## src/rtl/fmul_issue_queue.sv

```systemverilog
// fmul_issue_queue: issue stage and in-order result FIFO wrapped around a
// fixed-latency, non-stalling floating-point multiplier.
//
// Requests are accepted on in_valid && in_ready. Operands go to the fmul
// through registered mul_a/mul_b. A valid/tag shift chain runs alongside the
// multiplier. When a result reaches the end of the chain, {mul_c, tag} is
// written into a DEPTH-entry FIFO. Admission is limited so that queued plus
// in-flight results never exceed DEPTH. The fmul cannot be stalled, so this
// limit is what prevents a FIFO overflow.
//
// Ports:
//   clk, rst            clock; asynchronous active-low reset
//   in_valid/in_ready   request handshake
//   in_a, in_b, in_tag  IEEE-754 single operands and destination tag
//   mul_a, mul_b        operands driven to the fmul
//   mul_c               fmul result (the parent resets the fmul with ~rst)
//   out_valid/out_ready result handshake
//   out_data, out_tag   head-of-FIFO product and its tag
module fmul_issue_queue #(
   parameter int unsigned FMUL_LAT = 2,  // >= 1
   parameter int unsigned DEPTH    = 8,  // power of two, >= 2
   parameter int unsigned TAG_W    = 6
) (
   input  logic             clk,
   input  logic             rst,
   input  logic             in_valid,
   output logic             in_ready,
   input  logic [31:0]      in_a,
   input  logic [31:0]      in_b,
   input  logic [TAG_W-1:0] in_tag,
   output logic [31:0]      mul_a,
   output logic [31:0]      mul_b,
   input  logic [31:0]      mul_c,
   output logic             out_valid,
   input  logic             out_ready,
   output logic [31:0]      out_data,
   output logic [TAG_W-1:0] out_tag
);

   localparam int unsigned AW = $clog2(DEPTH);
   localparam int unsigned CW = AW + 1;
   // wide enough for fifo_count plus every chain stage
   localparam int unsigned SW = $clog2(DEPTH + FMUL_LAT + 2) + 1;

   logic [FMUL_LAT:0]     v;
   logic [TAG_W-1:0]      t [FMUL_LAT+1];
   logic [AW-1:0]         wr_ptr;
   logic [AW-1:0]         rd_ptr;
   logic [CW-1:0]         fifo_count;
   logic [32+TAG_W-1:0]   mem [DEPTH];
   logic [SW-1:0]         occ;
   logic                  accept;
   logic                  push;
   logic                  pop;

   assign accept    = in_valid && in_ready;
   assign push      = v[FMUL_LAT];
   assign out_valid = (fifo_count != '0);
   assign pop       = out_valid && out_ready;
   assign {out_data, out_tag} = mem[rd_ptr];

   // Admission depends only on registered state. Count everything already
   // committed to a FIFO slot: queued entries plus results still in the fmul.
   always_comb begin
      occ = SW'(fifo_count);
      for (int i = 0; i <= FMUL_LAT; i++) begin
         occ = occ + SW'(v[i]);
      end
   end
   assign in_ready = (occ < SW'(DEPTH));

   // Issue registers and valid chain. The chain advances every edge because
   // the fmul never stalls.
   always_ff @(posedge clk or negedge rst) begin
      if (!rst) begin
         v     <= '0;
         mul_a <= '0;
         mul_b <= '0;
      end else begin
         v <= {v[FMUL_LAT-1:0], accept};
         if (accept) begin
            mul_a <= in_a;
            mul_b <= in_b;
         end
      end
   end

   // Tags need no reset: they are qualified by v.
   always_ff @(posedge clk) begin
      if (accept) begin
         t[0] <= in_tag;
      end
      for (int i = 1; i <= FMUL_LAT; i++) begin
         t[i] <= t[i-1];
      end
   end

   // Result FIFO pointers and occupancy. The pointers wrap naturally because
   // DEPTH is a power of two.
   always_ff @(posedge clk or negedge rst) begin
      if (!rst) begin
         wr_ptr     <= '0;
         rd_ptr     <= '0;
         fifo_count <= '0;
      end else begin
         assert (!(push && !pop && fifo_count == CW'(DEPTH)));
         if (push) begin
            wr_ptr <= wr_ptr + AW'(1);
         end
         if (pop) begin
            rd_ptr <= rd_ptr + AW'(1);
         end
         fifo_count <= fifo_count + CW'(push) - CW'(pop);
      end
   end

   always_ff @(posedge clk) begin
      if (push) begin
         mem[wr_ptr] <= {mul_c, t[FMUL_LAT]};
      end
   end

endmodule

```

## config.mk

```make
export PLATFORM = sky130hd
export DESIGN_NAME = fmul_issue_queue
export DESIGN_NICKNAME = d
export VERILOG_FILES = /design/src/rtl/fmul_issue_queue.sv
export SDC_FILE = /design/constraint.sdc
export NUM_CORES = 1
export LEC_CHECK = 0
export ABC_CLOCK_PERIOD_IN_PS = 5300
export BUFFER_PORTS_ARGS = -buffer_cell sky130_fd_sc_hd__buf_4
export CAP_MARGIN = 5
export CORE_ASPECT_RATIO = 2
export CORE_UTILIZATION = 57
export DETAILED_ROUTE_END_ITERATION = 10
export PLACE_DENSITY_LB_ADDON = 0.15
export REMOVE_ABC_BUFFERS = 1
export SETUP_SLACK_MARGIN = 0.05
export SLEW_MARGIN = 20
export SYNTH_ARGS = -nofsm -noshare
export SYNTH_HDL_FRONTEND = slang
export SYNTH_SLANG_ARGS = --single-unit
```

## constraint.sdc

```tcl
create_clock -name clk -period 5.3 [get_ports clk]
set_input_delay 0.265 -clock clk [delete_from_list [all_inputs] [get_ports clk]]
set_output_delay 0.265 -clock clk [all_outputs]
set_load 0.02 [all_outputs]
```

==> results of run 1 <==
cells in the mapped netlist:
master	number	area, sq um
a21boi_0	1	7.510
a21o_1	1	7.510
a21oi_1	2	10.01
a31o_1	1	8.760
and2_1	1	6.260
and3b_1	1	8.760
buf_1	1	3.750
buf_2	8	40.04
buf_4	3	22.52
buf_6	7	78.83
clkbuf_1	11	41.29
dfrtp_1	77	1927
dfxtp_1	12	240.2
edfxtp_1	310	9309
fa_1	2	40.04
ha_1	9	112.6
inv_1	8	30.03
mux2_2	55	619.3
mux2_4	49	735.7
mux4_2	76	1712
nand2_1	5	18.77
nand2b_1	3	18.77
nor2_1	6	22.52
nor2b_1	1	6.260
nor3_1	2	10.01
o21ai_0	1	5.000
or3b_2	1	8.760
xnor2_1	3	26.28
xor2_1	3	26.28
routing by layer:
| layer | part of all wire, % | up-vias | wire (um) | GRT usage (%) |
|---|---|---|---|---|
| met5 | 0 | - | 0 | 0 |
| met4 | 2.5 | 0 | 756 | 8.030 |
| met3 | 6.3 | 48 | 1873 | 4.255 |
| met2 | 55 | 284 | 16400 | 42.44 |
| met1 | 36 | 3867 | 10880 | 27.35 |
| li1 | - | 3305 | - | - |
report_power, final:
group          leakage (uW)  internal, uW  switching, uW
combinational       0.00277          2110           1930
sequential          0.00381          4050            437
clock              0.000561          1480           1070
total               0.00714          7640           3440
worst paths after layout:
check                      slack, ns  startpoint   endpoint  cells after the start
max in group asynchronous       4.13         rst  rd_ptr[0]                      2
min                             0.23   out_ready  rd_ptr[0]                      3
min in group asynchronous       0.45         rst   mul_b[0]                      2
min reg2reg                     0.33     t[0][7]   t[0][13]                      0
max reg2reg                     2.01        v[0]  mul_a[26]                      7
max                             2.01        v[0]  mul_a[26]                      7
final cells by class:
| cell class | instances | area, sq um |
|---|---|---|
| clock buffers | 42 | 954.7 |
| clock inverters | 17 | 190.2 |
| fillers | 1464 | 6880 |
| inverters | 8 | 30.03 |
| multi-input cells | 223 | 3470 |
| flip-flops and latches | 399 | 11480 |
| well taps | 344 | 430.4 |
| repair buffers | 325 | 2730 |
stage by stage:
stage	hold slack (ns)	total power [uW]
6_report	0.2295	11080
5_1_grt	0.2365	11570
4_1_cts	0.2051	11160
3_5_place_dp	0.3136	8539
3_3_place_gp	0.3107	8388
2_1_floorplan	-0.03059	7157
state kept, by name, indices dropped and copies added, names as in the netlist:
| name | count |
|---|---|
| wr_ptr | 3 |
| fifo_count | 4 |
| rd_ptr | 3 |
| mul_a | 32 |
| t | 18 |
| mem | 304 |
| mul_b | 32 |
| v | 3 |
worst min-delay path, stage by stage:
cell	delay, ns
buf_4	0.07
and2_1	0.26
xor2_1	0.10
cell families after synthesis:
family / after synthesis / synth area share [%]
xor gates and xnor gates: 6 / 0.3480
AOI/OAI and AO/OA: 6 / 0.2568
buffers and inverters: 38 / 1.433
adders and majority gates: 11 / 1.011
and+or+nand+nor: 20 / 0.6628
DFF: 399 / 75.98
muxes: 180 / 20.30
repair_timing:
item	in CTS	in global routing
endpoints found under the hold margin	403	0
hold buffers	103	0
setup endpoints to repair	0	0
gates resized for setup	0	0
setup buffers	0	0
layout by cell type, fill, tap and decap left out, types with 2 or more instances in the layout:
master	count
edfxtp_1	310
buf_4	220
dlygate4sd3_1	103
mux4_2	76
dfrtp_1	74
mux2_2	55
mux2_4	49
clkbuf_16	37
dfxtp_1	12
ha_1	9
inv_1	8
clkinv_2	7
nor2_4	6
nand2_1	5
clkbuf_1	4
bufinv_16	4
nand2b_1	3
xnor2_1	3
xor2_1	3
clkinv_1	3
nor3_2	2
a21oi_1	2
fa_1	2
clkinvlp_4	2
dfrtp_4	2
==> flow_metrics.env, run 1 <==
export IMPL_htreeDepth=2
export IMPL_num_antenna_cells=0
export IMPL_path_cells="fa_1 > ha_1 > a31o_1 > o21ai_0 > and3b_4 > buf_4 > mux2_4"
export IMPL_hold_path_class="input port to flip-flop"
export IMPL_critical_path_max_stage_delay_ns=0.85
export IMPL_antenna_found_initial=0
export IMPL_viasPerCell=5.526
export IMPL_initial_core_util_pct=57.71
export IMPL_worst_path_max_delay_cell="and3b_4"
export IMPL_finalWeightedCongestion=0.7637
export IMPL_clk_pin_slew_ns=0.07
export IMPL_wl_per_cell_um=22.02
export IMPL_yosysSeqAreaShare_pct=75.98
export IMPL_dieArea_sq_mm=0.02719
export IMPL_port_buffers=209
export IMPL_cp_start_kind="flip-flop"
export IMPL_final_util_pct=73.71
export IMPL_pre_cts_slack_ns=1.984
export IMPL_final_area_sq_mm=0.01929
export IMPL_cts_sinks=399
export IMPL_vias=7504
export IMPL_cts_tree="yes"
export IMPL_dp_hpwl_um=16940
export IMPL_root_buffer="clkbuf_16"
export IMPL_cap_violations=0
export IMPL_max_freq_mhz=303.9
export IMPL_cts_buffer_depth=3
export IMPL_period_share_pct=62.08
export IMPL_clock_latency_ns=0.52
export IMPL_synth_seq_cells=399
export IMPL_rsz0062_at_grt="false"
export IMPL_drt_total_wl_um=29910
export IMPL_grt_max_degree=79
export IMPL_grt_pass1_vias=8510
export IMPL_power_leakage_uw=0.007143
export IMPL_layout_setup_ws_ns=2.010
export IMPL_rows=84
export IMPL_postSynthAreaPerCell_sq_um=22.88
export IMPL_syn_inst=660
export IMPL_tightest_slew_ns=0.9715
export IMPL_ir_worst_vdd_uv=437.6
export IMPL_gr_total_overflow=0
export IMPL_setup_viol=0
export IMPL_dr_pass1_iters=4
export IMPL_cp_max_fo=52
export IMPL_hold_viol=0
export IMPL_area_growth_pct=27.72
export IMPL_endpoint_kind="flip-flop"
export IMPL_ant_nets=0
export IMPL_die_h_um=232.2
export IMPL_final_cells=1358
export IMPL_crit_family="simple AND/OR/NAND/NOR gates"
export IMPL_dieWidth_um=117.1
export IMPL_syn_area_sq_mm=0.01510
export IMPL_first_iter_violations=379
export IMPL_slew_viol_final=0
export IMPL_drive_gt1_share_pct=46.06
export IMPL_worst_clock_skew_ns=0.01743
export IMPL_slew_limit_headroom_pct=35.23
export IMPL_ys_types=29
export IMPL_drc_errors=0
export IMPL_cts_made_buffers=34
export IMPL_grt_pass1_wl_um=46010
export IMPL_yosys_warnings=0
export IMPL_p_per_area_mw_per_mm2=574.3
export IMPL_grt_total_usage_pct=23.38
export IMPL_io_pin_count=210
export IMPL_crit_buf_inv=1
export IMPL_nets=1108
export IMPL_dpl_cell_count=1194
export IMPL_cp_required_ns=5.69
export IMPL_place_area_sq_mm=0.01707
export IMPL_status="completed"
export IMPL_min_period_ns=3.290
export IMPL_path_class="flip-flop to flip-flop"
export IMPL_tns_ns=0
export IMPL_core_area_sq_mm=0.02617
export IMPL_crit_arrival_ns=3.68
(Power assumes the default switching activity.)
==> run 2, diff against run 1 <==
--- a/config.mk
+++ b/config.mk
@@ -5,11 +5,11 @@
 export SDC_FILE = /design/constraint.sdc
 export NUM_CORES = 1
 export LEC_CHECK = 0
-export ABC_CLOCK_PERIOD_IN_PS = 5300
+export ABC_CLOCK_PERIOD_IN_PS = 2700
 export BUFFER_PORTS_ARGS = -buffer_cell sky130_fd_sc_hd__buf_4
 export CAP_MARGIN = 5
 export CORE_ASPECT_RATIO = 2
-export CORE_UTILIZATION = 57
+export CORE_UTILIZATION = 51
 export DETAILED_ROUTE_END_ITERATION = 10
 export PLACE_DENSITY_LB_ADDON = 0.15
 export REMOVE_ABC_BUFFERS = 1
==> constraint.sdc (replaced) <==
create_clock -name clk -period 2.7 [get_ports clk]
set_input_delay 0.135 -clock clk [delete_from_list [all_inputs] [get_ports clk]]
set_output_delay 0.135 -clock clk [all_outputs]
set_load 0.02 [all_outputs]
==> run 2 against run 1 <==
Net effect: design area grew 1.2%; clock-buffer cell count grew 3; non-clock buffer count grew 13; combinational power grew 110%; sequential share of layout area shrank 0.70 points; cell count grew 2.6%; register-to-register slack lost 1.9 ns; first-iteration DRC count grew 11%.
==> flow_metrics.env, run 2 (synthesized netlist as in run 1, its figures left out) <==
export IMPL_seqPwrFrac_pct=39.9
export IMPL_ff2ff_path_depth=7
export IMPL_path_cells="fa_1 > ha_1 > a31o_1 > o21ai_0 > and3b_4 > buf_12 > mux2_2"
export IMPL_layout_common_cells="edfxtp_1 (310), buf_4 (220), dlygate4sd3_1 (103)"
export IMPL_grt_pass1_wl_um=47070
export IMPL_cts_made_buffers=36
export IMPL_r2r_start="v[0]"
export IMPL_clkPwrFrac_pct=22.0
export IMPL_vias=7473
export IMPL_fillers=1853
export IMPL_crit_arrival_ns=2.96
export IMPL_final_util_pct=67.41
export IMPL_final_area_sq_mm=0.01952
export IMPL_switching_share_pct=31.18
export IMPL_clock_latency_ns=0.51
export IMPL_timing_rr_end="mul_b[31]"
export IMPL_top_layer_used="met4"
export IMPL_slew_limit_headroom_pct=53.18
export IMPL_pre_cts_slack_ns=0.1237
export IMPL_hold_viol=0
export IMPL_rsz0062_at_grt="true"
export IMPL_drt_total_wl_um=30140
export IMPL_root_buffer="clkbuf_16"
export IMPL_p_per_area_mw_per_mm2=1119
export IMPL_critPathLaunch="v[0]"
export IMPL_max_freq_mhz=390.1
export IMPL_ant_nets=0
export IMPL_htreeDepth=2
export IMPL_grt_max_degree=78
export IMPL_status="completed"
export IMPL_p_comb_share_pct=38.1
export IMPL_largest_reg_flops=304
export IMPL_cp_max_fo=32
export IMPL_top_register="mem"
export IMPL_critical_path_max_stage_delay_ns=0.44
export IMPL_initial_core_util_pct=52.16
export IMPL_rows=88
export IMPL_grt_pass1_vias=8460
export IMPL_ff2ff_setup_slack_ns=0.14
export IMPL_cts_buffer_depth=3
export IMPL_grt_total_usage_pct=21.11
export IMPL_die_h_um=245.4
export IMPL_top_regs="mem x304, mul_a x32, mul_b x32"
export IMPL_dieArea_sq_mm=0.03035
export IMPL_met2_wirelength_um=16750
export IMPL_worst_path_max_delay_cell="fa_1"
export IMPL_path_class="flip-flop to flip-flop"
export IMPL_dieWidth_um=123.7
export IMPL_hold_path_class="input port to flip-flop"
export IMPL_cap_violations=0
export IMPL_dr_pass1_iters=4
export IMPL_min_period_ns=2.563
export IMPL_drc_errors=0
export IMPL_core_area_sq_mm=0.02896
export IMPL_endpoint_kind="flip-flop"
export IMPL_p_switching_uw=6814
export IMPL_period_share_pct=94.94
export IMPL_nets=1123
export IMPL_tns_ns=0
export IMPL_crit_family="adder cells"
export IMPL_intPower_uw=15040
export IMPL_place_area_sq_mm=0.01732
export IMPL_worst_clock_skew_ns=0.01462
export IMPL_path_depth=7
export IMPL_io_pin_count=210
export IMPL_drive_gt1_share_pct=46.27
export IMPL_first_iter_violations=421
export IMPL_clk_pin_slew_ns=0.07
export IMPL_power_leakage_uw=0.007216
export IMPL_antenna_found_initial=2
export IMPL_cts_tree="yes"
export IMPL_finalWeightedCongestion=0.7888
export IMPL_wl_met3_um=1505
export IMPL_ir_worst_vdd_uv=977.5
export IMPL_layout_setup_ws_ns=0.1366
export IMPL_cts_sinks=399
export IMPL_slew_viol_final=0
export IMPL_port_buffers=209
export IMPL_layout_commonest_cell="edfxtp_1"
export IMPL_cp_start_kind="flip-flop"
export IMPL_gr_total_overflow=0
export IMPL_wl_per_cell_um=21.63
export IMPL_wl_met1_um=11110
export IMPL_area_growth_pct=29.24
export IMPL_dp_hpwl_um=17820
export IMPL_tightest_slew_ns=0.7023
export IMPL_endpoint="mul_b[31]"
export IMPL_viasPerCell=5.365
export IMPL_cp_required_ns=3.09
export IMPL_setup_viol=0
export IMPL_crit_buf_inv=1
==> run 2: repair_timing <==
action                     CTS  global route
gates resized for setup      0             1
pin swaps                    0             1
setup buffers                1             4
setup endpoints to repair    4            18
hold buffers               103             0
hold endpoints to repair   403             0
==> run 2: area by class of cell <==
| type | instances | area, sq um | share of cell area (%) |
|---|---|---|---|
| clock inverter | 18 | 142.6 | 0.7307 |
| antenna | 2 | 5.005 | 0.02564 |
| sequential | 399 | 11480 | 58.84 |
| tap | 360 | 450.4 | 2.308 |
| timing repair buffer | 338 | 2982 | 15.27 |
| inverter | 8 | 30.03 | 0.1538 |
| multi-input combinational | 223 | 3470 | 17.77 |
| clock buffer | 45 | 955.9 | 4.897 |
==> run 2: how the worst min path moves through the flow <==
| stage | cells past startpoint | endpoint | slack (ns) | startpoint |
|---|---|---|---|---|
| global placement | 0 | t[0][16] | 0.31 | t[0][10] |
| global route | 3 | rd_ptr[0] | 0.03 | out_ready |
| floorplan | 0 | fifo_count[0] | -0.16 | rst |
| CTS | 3 | rd_ptr[0] | 0.002 | out_ready |
| finish | 3 | rd_ptr[0] | 0.03 | out_ready |
| detailed placement | 0 | t[0][15] | 0.31 | t[0][9] |
==> run 2: power by group through the flow <==
stage,Clock [uW],Sequential [uW],Combinational (uW)
floorplan,0,9610,4390
global placement,0,8800,8010
detailed placement,0,8860,8210
CTS,4920,8720,8430
global route,5160,8860,8860
finish,4810,8720,8320
==> run 2: worst reg2reg max path, cell delays in order (launching register included) <==
cell and delay, ns:
dfrtp_1 0.41, fa_1 0.44, ha_1 0.29, a31o_1 0.24, o21ai_0 0.11, and3b_4 0.32, buf_12 0.24, mux2_2 0.39
==> run 2: through the flow <==
| stage | instances | total power [uW] | hold WS (ns) |
|---|---|---|---|
| 2_1_floorplan | 630 | 14000 | -0.1606 |
| 3_3_place_gp | 1220 | 16810 | 0.3115 |
| 3_5_place_dp | 1220 | 17080 | 0.3121 |
| 4_1_cts | 1387 | 22080 | 0.002188 |
| 5_1_grt | 1393 | 22890 | 0.02891 |
| 6_report | 1393 | 21850 | 0.02538 |
==> run 2: per-layer routing <==
layer  vias to the layer above  global-route usage, %
met3                        41                  3.734
li1                       3348                      -
met2                       239                  38.48
met5                         -                      0
met4                         0                  7.123
met1                      3845                  24.45
